File: src/rtl/demux_pair_scheduler.sv
// -----------------------------------------------------------------------------
// demux_pair_scheduler
//
// Single-clock sequencer for the 1:2 sample demux path. Valid-qualified signed
// samples alternate between an even lane (out1_o) and an odd lane (out2_o).
// Each completed pair is presented together, with a one-cycle out_valid_o strobe.
// A slip command drops one sample so downstream logic can realign the
// even/odd pairing. A wrapping pair counter supports monitoring.
//
// Handshake: there is no back-pressure. A sample is taken on every rising edge
// where in_valid_i=1 and the FSM is in EVEN, ODD or SLIPW. In IDLE, samples are
// ignored. out_valid_o and slip_ack_o are single-cycle strobes with no ready.
//
// Ports
//   clk_i        sole clock, rising edge
//   res_b_i      synchronous active-low reset
//   en_i         scheduler enable; low forces IDLE
//   in_valid_i   in_i carries a sample this cycle
//   in_i         signed sample, BW+4 bits
//   slip_i       drop the next accepted sample, discard any held half-pair
//   out1_o       even-lane sample of the last pair (registered)
//   out2_o       odd-lane sample of the last pair (registered)
//   out_valid_o  one-cycle strobe: out1_o/out2_o hold a new pair
//   phase_o      0 = next sample is even, 1 = next sample is odd
//   slip_ack_o   one-cycle strobe: a sample was dropped for a slip
//   pair_cnt_o   pairs emitted, wraps modulo 2^CNTW
//   state_o      current FSM state (debug)
// -----------------------------------------------------------------------------
module demux_pair_scheduler #(
  parameter int BW   = 6,
  parameter int CNTW = 8
) (
  input  logic                 clk_i,
  input  logic                 res_b_i,
  input  logic                 en_i,
  input  logic                 in_valid_i,
  input  logic signed [BW+3:0] in_i,
  input  logic                 slip_i,
  output logic signed [BW+3:0] out1_o,
  output logic signed [BW+3:0] out2_o,
  output logic                 out_valid_o,
  output logic                 phase_o,
  output logic                 slip_ack_o,
  output logic [CNTW-1:0]      pair_cnt_o,
  output logic [1:0]           state_o
);

  typedef enum logic [1:0] {
    IDLE  = 2'd0,
    EVEN  = 2'd1,
    ODD   = 2'd2,
    SLIPW = 2'd3
  } state_e;

  localparam logic [CNTW-1:0] CNT_ONE = {{(CNTW-1){1'b0}}, 1'b1};

  state_e                 state_q, state_d;
  logic signed [BW+3:0]   hold_q,  hold_d;
  logic signed [BW+3:0]   out1_q,  out1_d;
  logic signed [BW+3:0]   out2_q,  out2_d;
  logic                   ov_q,    ov_d;
  logic                   ack_q,   ack_d;
  logic [CNTW-1:0]        cnt_q,   cnt_d;

  always_comb begin
    state_d = state_q;
    hold_d  = hold_q;
    out1_d  = out1_q;
    out2_d  = out2_q;
    ov_d    = 1'b0;
    ack_d   = 1'b0;
    cnt_d   = cnt_q;

    case (state_q)
      IDLE: begin
        if (en_i) state_d = EVEN;
      end

      EVEN, ODD: begin
        if (!en_i) begin
          // Disable wins over slip and pairing; the half-pair is lost.
          state_d = IDLE;
          hold_d  = '0;
        end else if (slip_i) begin
          // Slip wins over pairing: no pair is emitted from ODD.
          hold_d = '0;
          if (in_valid_i) begin
            state_d = EVEN;
            ack_d   = 1'b1;
          end else begin
            state_d = SLIPW;
          end
        end else if (in_valid_i) begin
          if (state_q == EVEN) begin
            hold_d  = in_i;
            state_d = ODD;
          end else begin
            out1_d  = hold_q;
            out2_d  = in_i;
            ov_d    = 1'b1;
            cnt_d   = cnt_q + CNT_ONE;
            state_d = EVEN;
          end
        end
      end

      SLIPW: begin
        // A further slip here is ignored: only one sample is ever dropped.
        if (!en_i) begin
          state_d = IDLE;
        end else if (in_valid_i) begin
          ack_d   = 1'b1;
          state_d = EVEN;
        end
      end

      default: state_d = IDLE;
    endcase
  end

  always_ff @(posedge clk_i) begin
    if (!res_b_i) begin
      state_q <= IDLE;
      hold_q  <= '0;
      out1_q  <= '0;
      out2_q  <= '0;
      ov_q    <= 1'b0;
      ack_q   <= 1'b0;
      cnt_q   <= '0;
    end else begin
      state_q <= state_d;
      hold_q  <= hold_d;
      out1_q  <= out1_d;
      out2_q  <= out2_d;
      ov_q    <= ov_d;
      ack_q   <= ack_d;
      cnt_q   <= cnt_d;
    end
  end

  assign out1_o      = out1_q;
  assign out2_o      = out2_q;
  assign out_valid_o = ov_q;
  assign slip_ack_o  = ack_q;
  assign pair_cnt_o  = cnt_q;
  // The next sample is odd exactly when a half-pair is held.
  assign phase_o     = (state_q == ODD);
  assign state_o     = state_q;

endmodule
File: config.mk
export PLATFORM = sky130hd
export DESIGN_NAME = demux_pair_scheduler
export DESIGN_NICKNAME = d
export VERILOG_FILES = /design/src/rtl/demux_pair_scheduler.sv
export SDC_FILE = /design/constraint.sdc
export NUM_CORES = 1
export LEC_CHECK = 0
export BUFFER_PORTS_ARGS = -buffer_cell sky130_fd_sc_hd__buf_2
export CORE_ASPECT_RATIO = 0.75
export CORE_UTILIZATION = 46
export CTS_CLUSTER_SIZE = 28
export DETAILED_ROUTE_END_ITERATION = 16
export GPL_TIMING_DRIVEN = 0
export MAX_ROUTING_LAYER = met4
export PLACE_DENSITY = 0.76
export SLEW_MARGIN = 20
export SYNTH_ARGS = -nofsm -noshare
export SYNTH_HDL_FRONTEND = slang
export SYNTH_SLANG_ARGS = --single-unit
File: constraint.sdc
create_clock -name clk_i -period 1.8 [get_ports clk_i]
set_input_delay 0.36 -clock clk_i [delete_from_list [all_inputs] [get_ports clk_i]]
set_output_delay 0.36 -clock clk_i [all_outputs]
set_load 0.02 [all_outputs]
# After elaboration in Yosys (flattened, before gate mapping)
# Index checks and enable logic that the tools add are counted.
# op_classes
muxes	19
reduce_logical	6
eq_ne	8
add_sub_neg	1
n_bitwise	6
# ops
operator	n
$mux W10	4
$mux W2	8
$add A8 B1 Y8 const B	1
$ne A3 B1 Y1 const B	2
$not A1 Y1	6
$pmux W2 S3	1
$reduce_and A3 Y1	2
$mux W1	5
$reduce_and A5 Y1	1
$reduce_or A5 Y1	1
$eq A2 B2 Y1 const B	2
$ne A4 B4 Y1 const B	1
$ne A3 B3 Y1 const B	1
$eq A2 B1 Y1 const B	1
$logic_not A2 Y1	1
$ne A2 B2 Y1 const B	1
$pmux W1 S2	1
$reduce_or A2 Y1	1
# totals
elab_cells	47
inputBits	15
ff_bits	42

# Longest topological paths before layout
# Gate-level depths: netlist (run 1).
# depth
ltp_word	6
depth_mapped	8
mapped_depth_nobuf	6

# Least setup slack after synthesis (run 1)
# Ideal clock, no wire load.
# synth_timing
kind	register to register
startpoint	register state_q[0], in the netlist state_o[0]
endpoint	register cnt_q[3], in the netlist pair_cnt_o[3]
setup_slack_ps	-92
period_less_slack_ps	1892
n_path_buf	1
stages_incl_launch_ff	8
arrival_time_ps	1777
setup_ps	115
cell_sequence	dfxtp_1 -> inv_1 -> ha_1 -> nand4b_4 -> buf_6 -> nor4b_4 -> xor2_1 -> and2_1
# synth_between
elab_chain_len	3
# synth_lines
element	line	rtl
start: declaration	57	state_e state_q, state_d;
start signal: assignment	131	state_q <= state_d;
$eq A2 B2 Y1 or $eq A2 B1 Y1 (tied branches)	74, 94	
$reduce_or A2 Y1 or $not A1 Y1 (tied branches)	n/a	
$reduce_and A5 Y1 (no line) *	n/a	
end signal: assignment	137	cnt_q <= cnt_d;
end: declaration	63	logic [CNTW-1:0] cnt_q, cnt_d;
# Mark *: on every way between the ends. The rest lies on a longest branch, timed or not.
# A chain may end at the register's enable or synchronous reset.

# Worst setup path after layout (run 1)
# Ends and elaborated chain as after synthesis.

==> metrics.txt, run 1 <==
Post-Synth Adder-Cell Area 0.0480; Worst Setup Start Kind register; Setup crit end kind register; leakage 0.000949 µW; hold_sp in_i[7]; crit path cell chain inv_2 -> ha_4 -> nand4b_4 -> buf_6 -> nor4b_4 -> xor2_1 -> and2_1; routed wl met2 1.79 mm; nets 273; sequential element share of the synthesized area 0.461; Clock transition at path regs 0.08 ns; total congestion overflow 0; Async S/R FF share, synth 0; max incr delay on CP 0.39 ns; Post-DP HPWL 2.68 mm; Inst Count DP 296; Critical R2R Launch state_o[0]$_SDFFE_PN0P_; Worst path slowest cell dfxtp_4; drt total wl 3.94 mm; Initial Util 0.489; DRT antenna net count 0; Hold Crit Class input port to register; #FFs+latches synth 42; area grow syn2layout 24.3%; Logic pwr share 0.110; reg-to-reg endpoint pair_cnt_o[3]$_SDFFE_PN0P_; Post-synth top flop dfxtp_1; Setup Fix Bufs, Post-CTS 0; iteration count of the initial detailed-routing pass 4; Post-route DRC 0; Synth Area per Inst 9.27 µm²; met3 routed WL 215 µm; WHS Endpoint out2_o[7]$_SDFFE_PN0P_; DRT met1 WL 1.90 mm; FP Rows 19; hold slack 0.317 ns; clk sinks 42; CP arrival 1.89 ns; crit-path max FO 10; CTS Root Cell clkbuf_8; CP Class register to register; CORE AREA 3730 µm²; clock network power share 0.339; Clock Latency Late Sink 0.29 ns; mux contribution to synthesized area 0.00548; relative max-transition margin 0.695; die area 4230 µm²; XOR/XNOR Fraction of Synth Area 0.0192; IO Port Bufs 47; Die Span Y 56.6 µm; r2r worst-path depth 7; CTS H-tree lvls 2; skew final 0.00757 ns; CTS tree yes; # fillers 352; Power per Cell Area 759 nW/µm²; Mapped Nets 219; Post-Syn Area 1830 µm²; Horiz. Die Dim 74.7 µm; share of cells above drive strength 1 0.290; Post-Synthesis Cells 197; CTS Hold Bufs 0; compound-gate portion of the synthesized area 0.175; run status completed; synth warn 0; Via density 5.05; CP Data Required Time 1.98 ns; IO Count 48; global-route wire length before repair 6.27 mm; final slew viol count 0; max-cap violation count 0; post-detailed-route wirelength per cell 13.0 µm; DRT iter0 DRCs 62; DR top layer met4; Max Buffers Root-to-Sink 2; Post-Layout Cell Count 304; R2R Setup Slk 0.09 ns; Seq pwr share 0.551; number of flops mapped to enable cells by yosys 0; Sw Share 0.252; number of cells on the worst hold path 3; Max Freq 0.586 GHz; Synth cell types 35; Worst-Margin Slew 0.458 ns; Ant. Diodes 0; Final Hold Vio Count 0; largest family of logic cells by synthesized area simple AND/OR/NAND/NOR gates; cell-internal power 1290 µW; NetSw 434 µW; simple-gate area share of the yosys netlist 0.255; Vias 1,535; CTS buffer count 5; Placer Congestion 0.809; largest net degree at the start of global routing 14; final setup vio count 0; initial antenna violation count 0; worst IR drop on VDD 0.440 mV; gr usage total 0.200; Tcrit/Tclk final 0.949; Final min period 1.71 ns; vias in the first global route 1,369
-- critical path: cells and delay by family (launching register included) --
kind	cells	cell delay, ns
xor gates and xnor gates	1	0.09
adders and majority gates	1	0.31
buffers and inverters	2	0.25
DFF	1	0.39
and+or+nand+nor	3	0.54
-- synthesized netlist by cell type (all sizes together), types with 3 or more instances --
library cell,n,area (µm²)
nand2b,4,25.0
and2,5,31.3
xor2,3,26.3
dfxtp,42,841
nor2,7,31.3
ha,7,87.6
o21ai,4,23.8
nand2,47,176
inv,4,15.0
a21boi,21,158
buf,5,33.8
nor2b,12,75.1
nand4b,3,41.3
clkbuf,5,18.8
a22oi,10,75.1
-- per-layer routing --
| metal | GRT usage | up-vias |
|---|---|---|
| met5 | - | - |
| met4 | 0.0593 | 0 |
| met3 | 0.0413 | 4 |
| met2 | 0.304 | 41 |
| met1 | 0.267 | 717 |
| li1 | - | 773 |
-- stage by stage --
stage	utilization	cell area [µm²]	worst slack (ns)	setup TNS (ns)	total power [µW]
6_report	0.608	2270	0.0924	0	1720
5_1_grt	0.608	2270	-0.0203	-0.0329	1790
4_1_cts	0.598	2230	0.0248	0	1730
3_5_place_dp	0.570	2130	-0.0795	-1.05	1150
3_3_place_gp	0.570	2130	-0.0381	-0.432	1140
2_1_floorplan	-	1830	0.0340	0	1080
-- flip-flops by register name, indices dropped and copies added, names as in the netlist --
name / count
out2_o: 10
pair_cnt_o: 8
state_o: 2
out_valid_o: 1
out1_o: 10
slip_ack_o: 1
hold_q: 10
-- cell type report --
class | count | area, µm² | share of cell area
Buffer | 9 | 71.3 | 0.0314
Clock buffer | 6 | 72.6 | 0.0320
Clock inverter | 2 | 13.8 | 0.00606
Inverter | 4 | 15.0 | 0.00662
Multi-Input combinational cell | 141 | 943 | 0.416
Sequential cell | 42 | 848 | 0.374
Tap cell | 52 | 65.1 | 0.0287
Timing Repair Buffer | 48 | 240 | 0.106
-- logic make-up after synthesis --
logic type | after synthesis
AO/OA/AOI/OAI | 43
XOR/XNOR | 4
adder cells (fa/ha/maj) | 7
buffers and inverters | 14
flip-flops | 42
multiplexers | 1
AND/OR/NAND/NOR | 86
-- timing repair --
| action | in CTS | in global routing |
|---|---|---|
| gates resized for setup | 4 | 14 |
| gates cloned | 0 | 1 |
| setup endpoints to repair | 24 | 35 |
| pin swaps | 0 | 1 |
-- placed cells by master, fill, tap and decap left out, types with 4 or more instances in the layout --
cell type	count
buf_2	48
nand2_1	47
dfxtp_1	40
a21boi_1	17
nor2b_1	12
a22oi_1	10
buf_6	5
clkbuf_1	5
and2_1	5
nor2_1	5
ha_1	5
clkbuf_8	5
a21boi_0	4
nand2b_1	4
-- power by group through the flow --
| stage | Sequential [µW] | Clock (µW) | Combinational (µW) |
|---|---|---|---|
| 2_1_floorplan | 980 | 0 | 103 |
| 6_report | 949 | 584 | 189 |
| 3_3_place_gp | 971 | 0 | 172 |
| 5_1_grt | 950 | 637 | 207 |
| 4_1_cts | 949 | 597 | 182 |
| 3_5_place_dp | 971 | 0 | 175 |
-- worst max-delay path by stage --
| stage | from | endpoint | slack, ns | cells after the start |
|---|---|---|---|---|
| after floorplan | state_o[0]$_SDFFE_PN0P_ | pair_cnt_o[3]$_SDFFE_PN0P_ | 0.03 | 7 |
| after global placement | state_o[1]$_SDFFE_PN0P_ | out1_o[2]$_SDFFE_PN0P_ | -0.04 | 8 |
| after detailed placement | state_o[0]$_SDFFE_PN0P_ | out1_o[7]$_SDFFE_PN0P_ | -0.08 | 8 |
| after CTS | state_o[1]$_SDFFE_PN0P_ | out2_o[3]$_SDFFE_PN0P_ | 0.02 | 7 |
| after global routing | state_o[0]$_SDFFE_PN0P_ | pair_cnt_o[3]$_SDFFE_PN0P_ | -0.02 | 7 |
| final | state_o[0]$_SDFFE_PN0P_ | pair_cnt_o[3]$_SDFFE_PN0P_ | 0.09 | 7 |
Note: power is estimated with default switching activity, not from simulation.
==> run 2, diff against run 1 <==
--- a/config.mk
+++ b/config.mk
@@ -8,6 +8,7 @@
 export BUFFER_PORTS_ARGS = -buffer_cell sky130_fd_sc_hd__buf_2
 export CORE_ASPECT_RATIO = 0.75
 export CORE_UTILIZATION = 46
+export CTS_BUF_LIST = sky130_fd_sc_hd__clkbuf_16
 export CTS_CLUSTER_SIZE = 28
 export DETAILED_ROUTE_END_ITERATION = 16
 export GPL_TIMING_DRIVEN = 0
==> metrics.txt, run 2 (same netlist as run 1, synthesis figures left out) <==
iteration count of the initial detailed-routing pass 4 (unchanged); Worst path slowest cell dfxtp_4 (unchanged); crit-path max FO 10 (unchanged); post-detailed-route wirelength per cell 12.8 µm (was 13.0 µm); Placer Congestion 0.809 (unchanged); Post-DP Area 2130 µm² (unchanged); CTS Hold Bufs 0 (unchanged); Max Freq 0.575 GHz (was 0.586 GHz); Vias 1,513 (was 1,535); DRT iter0 DRCs 83 (was 62); Post-route DRC 0 (unchanged); CTS H-tree lvls 2 (unchanged); max-cap violation count 0 (unchanged); FP Rows 19 (unchanged); IO Port Bufs 47 (unchanged); max incr delay on CP 0.39 ns (about the same); final setup vio count 0 (unchanged); skew final 0.00578 ns (was 0.00757 ns); Sw Share 0.235 (was 0.252); NetSw 467 µW (was 434 µW); Initial Util 0.489 (unchanged); M2 GR Usage 0.302 (was 0.304); final slew viol count 0 (unchanged); Power per Cell Area 859 nW/µm² (was 759 nW/µm²); largest net degree at the start of global routing 14 (unchanged); vias in the first global route 1,367 (was 1,369); Finished Cell Area 2320 µm² (was 2270 µm²); CTS tree yes (unchanged); Setup crit end kind register (unchanged); GR Util met1 0.267 (unchanged); Inst Count DP 296 (unchanged); relative max-transition margin 0.694 (was 0.695); drt total wl 3.90 mm (was 3.94 mm); Die Span Y 56.6 µm (unchanged); Logic pwr share 0.094 (was 0.110); CP Class register to register (unchanged); global-route wire length before repair 6.27 mm (about the same); DRT antenna net count 0 (unchanged); Horiz. Die Dim 74.7 µm (unchanged); Worst Setup Start Kind register (unchanged); worst IR drop on VDD 0.519 mV (was 0.440 mV); layer with the highest usage met2 (unchanged); CP arrival 1.91 ns (was 1.89 ns); Worst-Margin Slew 0.459 ns (was 0.458 ns); cell-internal power 1520 µW (was 1290 µW); total congestion overflow 0 (unchanged); Hold Crit Class input port to register (unchanged); initial antenna violation count 0 (unchanged); Clock transition at path regs 0.06 ns (was 0.08 ns); Crit path buffers/inverters 3 (was 2); Post-DP HPWL 2.68 mm (unchanged); crit path cell chain inv_2 -> ha_4 -> nand4b_4 -> or2_1 -> clkbuf_1 -> buf_4 -> nand2_1 -> a21boi_0 (was inv_2 -> ha_4 -> nand4b_4 -> buf_6 -> nor4b_4 -> xor2_1 -> and2_1); unrepaired setup endpoints after global routing yes; delay-heaviest family, CP buffers and inverters (was simple AND/OR/NAND/NOR gates); Tcrit/Tclk final 0.966 (was 0.949); run status completed (unchanged); Setup Fix Bufs, Post-CTS 0 (unchanged); CP Data Required Time 1.97 ns (was 1.98 ns); CTS Root Cell clkbuf_16 (was clkbuf_8); Post-Layout Cell Count 304 (unchanged); Final min period 1.74 ns (was 1.71 ns); leakage 0.000971 µW (was 0.000949 µW); die area 4230 µm² (unchanged); most frequent cells in the layout nand2_1, buf_2, dfxtp_1 (was buf_2, nand2_1, dfxtp_1); CORE AREA 3730 µm² (unchanged); R2R Setup Slk 0.06 ns (was 0.09 ns); clock network power share 0.429 (was 0.339); CTS buffer count 5 (unchanged); clk sinks 42 (unchanged); met3 Use GR 0.0467 (was 0.0413); IO Count 48 (unchanged); nets 273 (unchanged); Via density 4.98 (was 5.05); area grow syn2layout 26.9% (was 24.3%); Seq pwr share 0.478 (was 0.551); share of cells above drive strength 1 0.286 (was 0.290); Clock Latency Late Sink 0.28 ns (was 0.29 ns); Final Hold Vio Count 0 (unchanged); Ant. Diodes 0 (unchanged); Max Buffers Root-to-Sink 2 (unchanged); gr usage total 0.203 (was 0.200)
-- run 2: cell types whose count changed in the layout (fill, tap and decap cells not counted), moves of 2 or more --
cell / change
clkbuf_16: +5
clkbuf_8: -5
buf_4: +2
buf_6: -2
-- run 2: layout make-up --
type	instances	area [µm²]
well taps	52	65.1
repair buffers	47	235
flip-flops and latches	42	848
fillers	344	1420
clock inverters	3	17.5
inverters	4	15.0
plain buffers	10	67.6
multi-input cells	141	943
clock buffers	5	125
-- run 2: power by group through the flow --
stage / sequential (µW) / clock, µW / combinational, µW
6_report: 951 / 853 / 186
5_1_grt: 952 / 913 / 204
4_1_cts: 950 / 874 / 182
3_5_place_dp: 971 / 0 / 175
3_3_place_gp: 971 / 0 / 172
2_1_floorplan: 980 / 0 / 103
-- run 2: final timing paths --
kind | from | end | cells past startpoint
setup / recovery | state_o[0]$_SDFFE_PN0P_ | out1_o[8]$_SDFFE_PN0P_ | 8
hold / removal | in_i[7] | out2_o[7]$_SDFFE_PN0P_ | 3
setup reg to reg | state_o[0]$_SDFFE_PN0P_ | out1_o[8]$_SDFFE_PN0P_ | 8
hold reg to reg | out1_o[6]$_SDFFE_PN0P_ | out1_o[6]$_SDFFE_PN0P_ | 2
-- run 2: per-stage QoR --
stage / util / setup slack [ns] / TNS, ns / power [µW] / hold WS, ns
3_5_place_dp: 0.570 / -0.0795 / -1.05 / 1150 / 0.442
3_3_place_gp: 0.570 / -0.0381 / -0.432 / 1140 / 0.440
2_1_floorplan: - / 0.0340 / 0 / 1080 / 0.430
5_1_grt: 0.621 / -0.0464 / -0.381 / 2070 / 0.333
6_report: 0.621 / 0.0607 / 0 / 1990 / 0.326
4_1_cts: 0.612 / 0.0312 / 0 / 2010 / 0.319
-- run 2: per-layer routing --
metal,part of all wire,vias up
met5,0,-
met4,0.010,0
met3,0.048,5
met2,0.45,39
met1,0.49,698
li1,-,771
-- run 2: repair_timing --
item / in CTS / in global routing
cloned: 0 / 0
gates resized for setup: 3 / 13
pin swaps: 0 / 0
endpoints found under the setup margin: 24 / 31
-- run 2: worst min-delay path, delay by kind of cell --
family / cells / cell delay [ns]
buffers and inverters: 1 / 0.11
AND/OR/NAND/NOR: 1 / 0.05
AO/OA/AOI/OAI: 1 / 0.05
